==> src/rtl/instr_encoder_loader.sv <==
// instr_encoder_loader: packs micro-op requests into 32-bit instruction words
// and streams them into instruction memory one word every two cycles.
//
// state    | meaning
// ---------+------------------------------------------------------------
// S_IDLE   | after reset, waiting for start_i
// S_ACCEPT | op_ready_o high, waiting for a request
// S_WRITE  | presenting the latched word on the memory write port
// S_DONE   | session ended on a last_i op; flags held until start_i
// S_ERROR  | session aborted (illegal kind or overflow); flags held

module instr_encoder_loader #(
    parameter int IMEM_WORDS = 128,
    parameter int ADDR_W     = 7
) (
    input  logic              clk_i,
    input  logic              rst_i,
    input  logic              start_i,
    input  logic              op_valid_i,
    output logic              op_ready_o,
    input  logic [2:0]        op_kind_i,
    input  logic [4:0]        rs_i,
    input  logic [4:0]        rt_i,
    input  logic [4:0]        rd_i,
    input  logic [5:0]        funct_i,
    input  logic [15:0]       imm_i,
    input  logic              last_i,
    output logic              imem_we_o,
    output logic [31:0]       imem_addr_o,
    output logic [31:0]       imem_wdata_o,
    output logic [ADDR_W:0]   count_o,
    output logic              done_o,
    output logic              err_o,
    output logic [1:0]        err_code_o
);

    typedef enum logic [2:0] {
        S_IDLE,
        S_ACCEPT,
        S_WRITE,
        S_DONE,
        S_ERROR
    } state_t;

    state_t              state;
    state_t              state_nxt;
    logic [ADDR_W-1:0]   word_ptr;
    logic                last_q;
    logic [31:0]         word_enc;
    logic                kind_legal;
    logic                accept;
    logic                restart;
    logic                ptr_at_end;

    assign accept     = op_valid_i & op_ready_o;
    assign ptr_at_end = (word_ptr == ADDR_W'(IMEM_WORDS - 1));

    // Encode the request fields using the decoder's opcode map.
    always_comb begin
        kind_legal = 1'b1;
        word_enc   = '0;
        case (op_kind_i)
            3'd0:    word_enc = {6'b000000, rs_i, rt_i, rd_i, 5'b00000, funct_i};
            3'd1:    word_enc = {6'b001001, rs_i, rt_i, imm_i};
            3'd2:    word_enc = {6'b101100, rs_i, rt_i, imm_i};
            3'd3:    word_enc = {6'b100100, rs_i, rt_i, imm_i};
            3'd4:    word_enc = {6'b000110, rs_i, rt_i, imm_i};
            3'd5:    word_enc = {6'b000101, rs_i, rt_i, imm_i};
            default: kind_legal = 1'b0;
        endcase
    end

    // State register.
    always_ff @(posedge clk_i) begin
        if (!rst_i) begin
            state <= S_IDLE;
        end else begin
            state <= state_nxt;
        end
    end

    // Next-state and handshake/strobe decode.
    always_comb begin
        state_nxt  = state;
        op_ready_o = 1'b0;
        imem_we_o  = 1'b0;
        restart    = 1'b0;
        case (state)
            S_IDLE, S_DONE, S_ERROR: begin
                if (start_i) begin
                    restart   = 1'b1;
                    state_nxt = S_ACCEPT;
                end
            end
            S_ACCEPT: begin
                op_ready_o = 1'b1;
                if (op_valid_i) begin
                    state_nxt = kind_legal ? S_WRITE : S_ERROR;
                end
            end
            S_WRITE: begin
                // Gated by reset so a reset landing on the write edge commits nothing.
                imem_we_o = rst_i;
                if (last_q) begin
                    state_nxt = S_DONE;
                end else if (ptr_at_end) begin
                    state_nxt = S_ERROR;
                end else begin
                    state_nxt = S_ACCEPT;
                end
            end
            default: state_nxt = S_IDLE;
        endcase
    end

    // Datapath: latched word/address, pointer, counter and sticky status flags.
    always_ff @(posedge clk_i) begin
        if (!rst_i) begin
            word_ptr     <= '0;
            count_o      <= '0;
            last_q       <= 1'b0;
            imem_addr_o  <= '0;
            imem_wdata_o <= '0;
            done_o       <= 1'b0;
            err_o        <= 1'b0;
            err_code_o   <= 2'b00;
        end else begin
            if (restart) begin
                word_ptr   <= '0;
                count_o    <= '0;
                done_o     <= 1'b0;
                err_o      <= 1'b0;
                err_code_o <= 2'b00;
            end
            if (accept) begin
                if (kind_legal) begin
                    imem_addr_o  <= {{(30 - ADDR_W){1'b0}}, word_ptr, 2'b00};
                    imem_wdata_o <= word_enc;
                    last_q       <= last_i;
                end else begin
                    err_o      <= 1'b1;
                    err_code_o <= 2'b01;
                end
            end
            if (state == S_WRITE) begin
                word_ptr <= ptr_at_end ? '0 : word_ptr + 1'b1;
                count_o  <= count_o + 1'b1;
                if (last_q) begin
                    done_o <= 1'b1;
                end else if (ptr_at_end) begin
                    err_o      <= 1'b1;
                    err_code_o <= 2'b10;
                end
            end
        end
    end

endmodule

==> config.mk <==
export PLATFORM = sky130hd
export DESIGN_NAME = instr_encoder_loader
export DESIGN_NICKNAME = d
export VERILOG_FILES = /design/src/rtl/instr_encoder_loader.sv
export SDC_FILE = /design/constraint.sdc
export NUM_CORES = 1
export LEC_CHECK = 0
export BUFFER_PORTS_ARGS = -buffer_cell sky130_fd_sc_hd__buf_2
export CORE_MARGIN = 3
export CORE_UTILIZATION = 45
export CTS_CLUSTER_DIAMETER = 50
export DETAILED_ROUTE_END_ITERATION = 10
export PLACE_DENSITY = 0.76
export SETUP_SLACK_MARGIN = 0.4
export SLEW_MARGIN = 20
export SYNTH_ARGS = -nofsm -noshare
export SYNTH_HDL_FRONTEND = slang
export SYNTH_SLANG_ARGS = --single-unit
export TNS_END_PERCENT = 30
==> constraint.sdc <==
create_clock -name clk_i -period 1.9 [get_ports clk_i]
set_input_delay 0.285 -clock clk_i [delete_from_list [all_inputs] [get_ports clk_i]]
set_output_delay 0.285 -clock clk_i [all_outputs]
set_load 0.01 [all_outputs]
==> results_dict.tcl, run 1 <==
set metrics [dict create \
    worstPathCellList "or3b_4 -> buf_6 -> nor2_4 -> buf_6" \
    final_count_of_hold_timing_violations 0 \
    async_flop_share 0 \
    leakage_uw 0.00174 \
    slew_viol_final 0 \
    cts-hold-fix-buffers 0 \
    groute.usage.overall 0.198 \
    syn-instance-count 350 \
    crit_required_ps 1620 \
    synth_top_flop_cell "dfxtp_1" \
    critPathMostFrequentCell "buf_6" \
    switching_power_as_a_share_of_total_power 0.251 \
    avgSynthCellArea_um2 8.14 \
    cp_num_buf_inv 2 \
    grt_pass1_wl_um 11600 \
    cts.reportedPaths.clkPinSlew_ps 70 \
    critical_path_peak_fanout 2 \
    ys_top_cells_by_area "dfxtp_1, a21oi_1, buf_4" \
    area.growth.synth_to_final_pct 34.6 \
    timing.final.crit_period_ps 1670 \
    globalplace.congestion 0.832 \
    core_area_mm2 0.00603 \
    grt_pass1_vias 2571 \
    num_io_pins 123 \
    report.final.setup_viol 0 \
    grt_setup_unrepaired "yes" \
    firstDrtPassIters 4 \
    root_buffer "clkbuf_8" \
    synth_top_area_cell "dfxtp_1" \
    synth_edf_count 0 \
    hp-class "in2reg" \
    drive_above_1_share 0.348 \
    antenna_violating_nets_post_route 0 \
    power.clock.fraction 0.422 \
    synthesis.yosys.warnings 0 \
    combinationalPowerShare 0.145 \
    routed_wire_length_per_instance_um 14.2 \
    worstSetupStartpointType "register" \
    cts.htree.levels 3 \
    slowest_stage "or3b_4" \
    fp-row-count 28 \
    worst_pin_slew_ps 684 \
    floorplan.die.width_um 85.6 \
    synthMostInstantiatedCell "dfxtp_1" \
    numPortBuffers 96 \
    worst_ir_drop_on_vdd_mv 0.454 \
    yosysSeqAreaShare 0.428 \
    synth_common_cells "dfxtp_1, nand2_1, a21oi_1, nor2_1, buf_4" \
    run_status "complete, no violations" \
    drc 0 \
    totalWireLength_um 7610 \
    dieArea_mm2 0.00732 \
    viasPerCell 5.30 \
    grt_max_degree 25 \
    finalSetupTns_ps 0 \
    overall_overflow_remaining_after_global_route 0 \
    num_antenna_cells 0 \
    max_freq_mhz 598 \
    timing.critical_path.arrival_ps 1390 \
    critical_path.max_stage_delay_ps 400 \
    crit_path_end_kind "primary output" \
    post-route-period-util 0.881 \
    grt_antenna_before_repair 0 \
    cellInternalPower_uw 2320 \
    clockBufferDepth 2 \
    synth_cell_type_count 47 \
    cts_tree "yes" \
    start_util 0.473 \
    tritoncts_buffer_count 9 \
    estimated_wirelength_of_the_detail_placed_design_um 4950 \
    synth_seq_cells 61 \
    route.vias.total 2845 \
    netlist_area_mm2 0.00285 \
    timing.slew.headroom 0.542 \
    layout.nets 504 \
    max-cap-violations 0 \
    clk-insertion-delay-late_ps 340 \
    final.setup_skew_ps 13.5 \
    die_height_um 85.6 \
    tritoncts_num_sinks 61 \
    delay_heaviest_family_cp "simple AND/OR/NAND/NOR gates" \
    hold_slack_ps 184 \
    area_share_of_the_largest_cell_type_after_synthesis 0.428 \
    power.share.sequential 0.433 \
    power.switching_uw 776 \
    drtIter0Drc 121 \
    path_class "reg2out" \
    power-per-cell-area_mw_per_mm2 806 \
]
[worst reg2reg max path, stage by stage (launching register included)]
cell and delay, ps:
dfxtp_4 350, buf_4 180, nand4bb_4 250, nor2_4 310
clkbuf_16 220, nand3_1 70, a21oi_1 140
[path summary, 6_finish.rpt]
| kind | from | end | slack [ps] | cells after the start |
|---|---|---|---|---|
| max | state[2] | imem_we_o | 230 | 4 |
| max reg2reg | state[1] | imem_wdata_o[7] | 320 | 6 |
| min | rs_i[3] | imem_wdata_o[24] | 180 | 3 |
| min reg2reg | imem_wdata_o[8] | imem_wdata_o[8] | 450 | 2 |
[routing by layer]
| layer | track usage | wire length, um | part of all wire |
|---|---|---|---|
| met1 | 0.225 | 3200 | 0.42 |
| met5 | 0 | 0 | 0 |
| met2 | 0.334 | 3740 | 0.49 |
| met3 | 0.0663 | 569 | 0.075 |
| met4 | 0.0921 | 104 | 0.014 |
[layout make-up]
| type | count | area [um2] |
|---|---|---|
| well taps | 75 | 93.8 |
| flip-flops and latches | 61 | 1230 |
| clock inverters | 4 | 70.1 |
| multi-input cells | 258 | 1510 |
| repair buffers | 123 | 759 |
| clock buffers | 12 | 155 |
| inverters | 4 | 15.0 |
| fillers | 537 | 2190 |
[state kept, by name, summed over array words and instances (netlist names)]
name          flops
count_o           8
done_o            1
err_code_o        2
err_o             1
imem_addr_o       7
imem_wdata_o     31
last_q            1
state             3
word_ptr          7
[what timing repair did]
action / 4_1_cts / 5_1_grt
pin swaps: 2 / 7
setup buffers: 7 / 5
setup endpoints to repair: 57 / 53
resized for setup: 19 / 24
cloned: 0 / 4
hold endpoints to repair: 0 / 0
[cells by family (layout without fill, tap and decap cells)]
group	Yosys count	in the layout	share of synthesized area
adder cells (fa/ha/maj)	2	2	0.00878
buffers and inverters	56	143	0.116
XOR/XNOR	1	1	0.00307
multiplexers	1	1	0.00351
AND/OR/NAND/NOR	119	119	0.197
flip-flops	61	61	0.428
AO/OA/AOI/OAI	109	109	0.242
other	1	26	0.00132
[metrics by stage]
stage          instances  instance area (um2)  worst slack [ps]  utilization  total power, uW
6_report             537                 3840               226        0.637             3090
5_1_grt              537                 3840               175        0.637             3220
4_1_cts              528                 3650               197        0.605             3060
3_5_place_dp         505                 3290               135        0.545             1740
3_3_place_gp         505                 3290               210        0.545             1730
2_1_floorplan        375                 2940               422            -             1640
[layout by cell type (no fill, tap or decap), types with 2 or more instances in the layout]
cell / synthesis / final
nand4_1: 3 / 3
and2_1: 2 / 2
nor2_4: 0 / 2
a31oi_1: 3 / 2
inv_1: 3 / 3
clkbuf_16: 0 / 2
clkinv_2: 0 / 2
a2bb2oi_1: 11 / 11
nor2_1: 29 / 27
buf_2: 9 / 95
conb_1: 1 / 26
o31ai_1: 3 / 3
and3_1: 4 / 4
dfxtp_1: 61 / 56
buf_6: 1 / 7
nor4_1: 2 / 2
nand2b_1: 4 / 3
nor3_1: 5 / 5
a21oi_1: 44 / 43
o21ai_0: 15 / 14
dfxtp_2: 0 / 2
nor3b_4: 0 / 2
a211oi_1: 6 / 6
buf_4: 27 / 18
clkbuf_8: 0 / 11
a22oi_1: 16 / 16
dfxtp_4: 0 / 3
nand2_1: 46 / 46
bufinv_16: 0 / 2
nand3_1: 14 / 13
[power by group through the flow]
stage / logic, uW / clock network (uW) / registers, uW
detailed placement: 362 / 0 / 1370
global placement: 355 / 0 / 1370
floorplan: 261 / 0 / 1380
finish: 447 / 1310 / 1340
CTS: 400 / 1320 / 1340
global route: 492 / 1390 / 1340
Note: power is estimated with default switching activity, not from simulation.
==> run 2, diff against run 1 <==
clock period = 1.7 ns   (was 1.9 ns; I/O delays follow)
==> run 2 against run 1 <==
Sequential share of layout area down 1.1 points. Routed wire length up 6.9%. Non-clock buffer count up 6. Critical path depth down 1. Register-to-register slack worse by 200 ps. Clock skew down 9.5 ps. Largest cell class unchanged.
==> results_dict.tcl, run 2 (same netlist as run 1, synthesis figures left out) <==
set metrics [dict create \
    run_status "complete, no violations" \
    report.final.setup_viol 0 \
    grt_setup_unrepaired "yes" \
    area.growth.synth_to_final_pct 39.4 \
    mostFrequentLayoutCell "buf_2" \
    route.top_layer_used "met4" \
    drtIter0Drc 168 \
    grt_max_degree 33 \
    start_util 0.473 \
    timing.critical_path.arrival_ps 1320 \
    drc 0 \
    layout.nets 512 \
    cts.htree.levels 3 \
    worst_pin_slew_ps 716 \
    postLayoutSetupSlackWorst_ps 123 \
    switching_power_as_a_share_of_total_power 0.274 \
    routed_wire_length_per_instance_um 15.0 \
    core_area_mm2 0.00603 \
    biggest_registers_after_layout "imem_wdata_o: 31 flops, count_o: 8 flops" \
    totalWireLength_um 8130 \
    post-route-period-util 0.927 \
    estimated_wirelength_of_the_detail_placed_design_um 5070 \
    slowest_stage "or3b_4" \
    detailroute.wirelength.met2_um 4050 \
    largest-register "imem_wdata_o" \
    largest_reg_flops 31 \
    leakage_uw 0.00178 \
    dieArea_mm2 0.00732 \
    multi_input_comb_area_mm2 0.00157 \
    numPortBuffers 96 \
    layout_common_cells "buf_2, dfxtp_1, nand2_1" \
    finalSetupTns_ps 0 \
    power.clock.fraction 0.368 \
    preCtsSetupSlack_ps 149 \
    detail_route.wirelength.met1_um 3340 \
    overall_overflow_remaining_after_global_route 0 \
    critical_path.max_stage_delay_ps 410 \
    groute.usage.overall 0.219 \
    antenna_violating_nets_post_route 0 \
    finish.utilization 0.659 \
    cellInternalPower_uw 2370 \
    routed-wl-met3_um 534 \
    worst_ir_drop_on_vdd_mv 0.405 \
    crit_path_end_kind "primary output" \
    globalplace.congestion 0.850 \
    power.share.sequential 0.459 \
    path_class "reg2out" \
    max-cap-violations 0 \
    num_io_pins 123 \
    power-per-cell-area_mw_per_mm2 821 \
    final-seq-area_mm2 0.00123 \
    placedCellCount 507 \
    timing.slew.headroom 0.521 \
    power.switching_uw 893 \
    final_count_of_hold_timing_violations 0 \
    design_power_total_uw 3260 \
    max_freq_mhz 634 \
    cts_tree "yes" \
    timing.final.crit_period_ps 1580 \
    clockBufferDepth 2 \
    drive_above_1_share 0.386 \
    final.setup_skew_ps 4.04 \
    post_route_insts_no_fill 544 \
    worstPathCellList "or3b_4 -> nor2_2 -> buf_2" \
    grt_pass1_wl_um 12800 \
    tritoncts_buffer_count 9 \
    route.vias.total 2919 \
    worstSetupStartpointType "register" \
    combinationalPowerShare 0.173 \
    viasPerCell 5.37 \
    fillerInstances 525 \
    cts.reportedPaths.clkPinSlew_ps 70 \
    firstDrtPassIters 4 \
    crit_required_ps 1440 \
    grt_antenna_before_repair 0 \
    grt_pass1_vias 2780 \
    num_antenna_cells 0 \
    root_buffer "clkbuf_8" \
    critical_path_peak_fanout 3 \
    die_height_um 85.6 \
    tritoncts_num_sinks 61 \
    fp-row-count 28 \
    floorplan.die.width_um 85.6 \
    slew_viol_final 0 \
    clk-insertion-delay-late_ps 330 \
    hp-class "in2reg" \
]
## run 2: cell type report
class,count,area share
Multi-Input combinational cell,260,0.396
Sequential cell,61,0.311
Timing Repair Buffer,129,0.219
Clock buffer,12,0.0416
Tap cell,75,0.0236
Clock inverter,3,0.00504
Inverter,4,0.00378
## run 2: metal layers
metal	track usage	up-vias
met5	0	-
met1	0.253	1386
li1	-	1420
met3	0.0519	16
met4	0.128	0
met2	0.370	97
## run 2: power by group through the flow
stage          combinational [uW]  sequential, uW  clock (uW)
2_1_floorplan                 303            1540           0
5_1_grt                       616            1500        1290
4_1_cts                       518            1500        1220
6_report                      565            1500        1200
3_3_place_gp                  422            1530           0
3_5_place_dp                  429            1540           0
## run 2: path summary, 6_finish.rpt
kind	from	cells past startpoint	slack, ps	endpoint
worst min register to register	imem_wdata_o[22]	2	450	imem_wdata_o[22]
worst max register to register	state[1]	8	120	imem_wdata_o[19]
worst max-delay path	state[0]	3	120	imem_we_o
worst min-delay path	rs_i[1]	3	150	imem_wdata_o[22]
## run 2: repair_timing
item / CTS / global route
hold endpoints to repair: 0 / 0
gates cloned: 4 / 3
hold buffers: 0 / 0
endpoints found under the setup margin: 60 / 62
setup buffers: 12 / 3
gates resized for setup: 24 / 20
pin swaps: 10 / 5
## run 2: stage by stage
stage	hold slack [ps]	cell area [um2]
after floorplan	391	2990
after CTS	141	3830
after global placement	436	3360
after global routing	158	3970
after detailed placement	445	3360
final	151	3970
## run 2: worst max-delay path, delay by kind of cell, from the launching register on
family | cells | cell delay, ps
simple gates | 2 | 500
flops | 1 | 350
buf+inv | 1 | 130
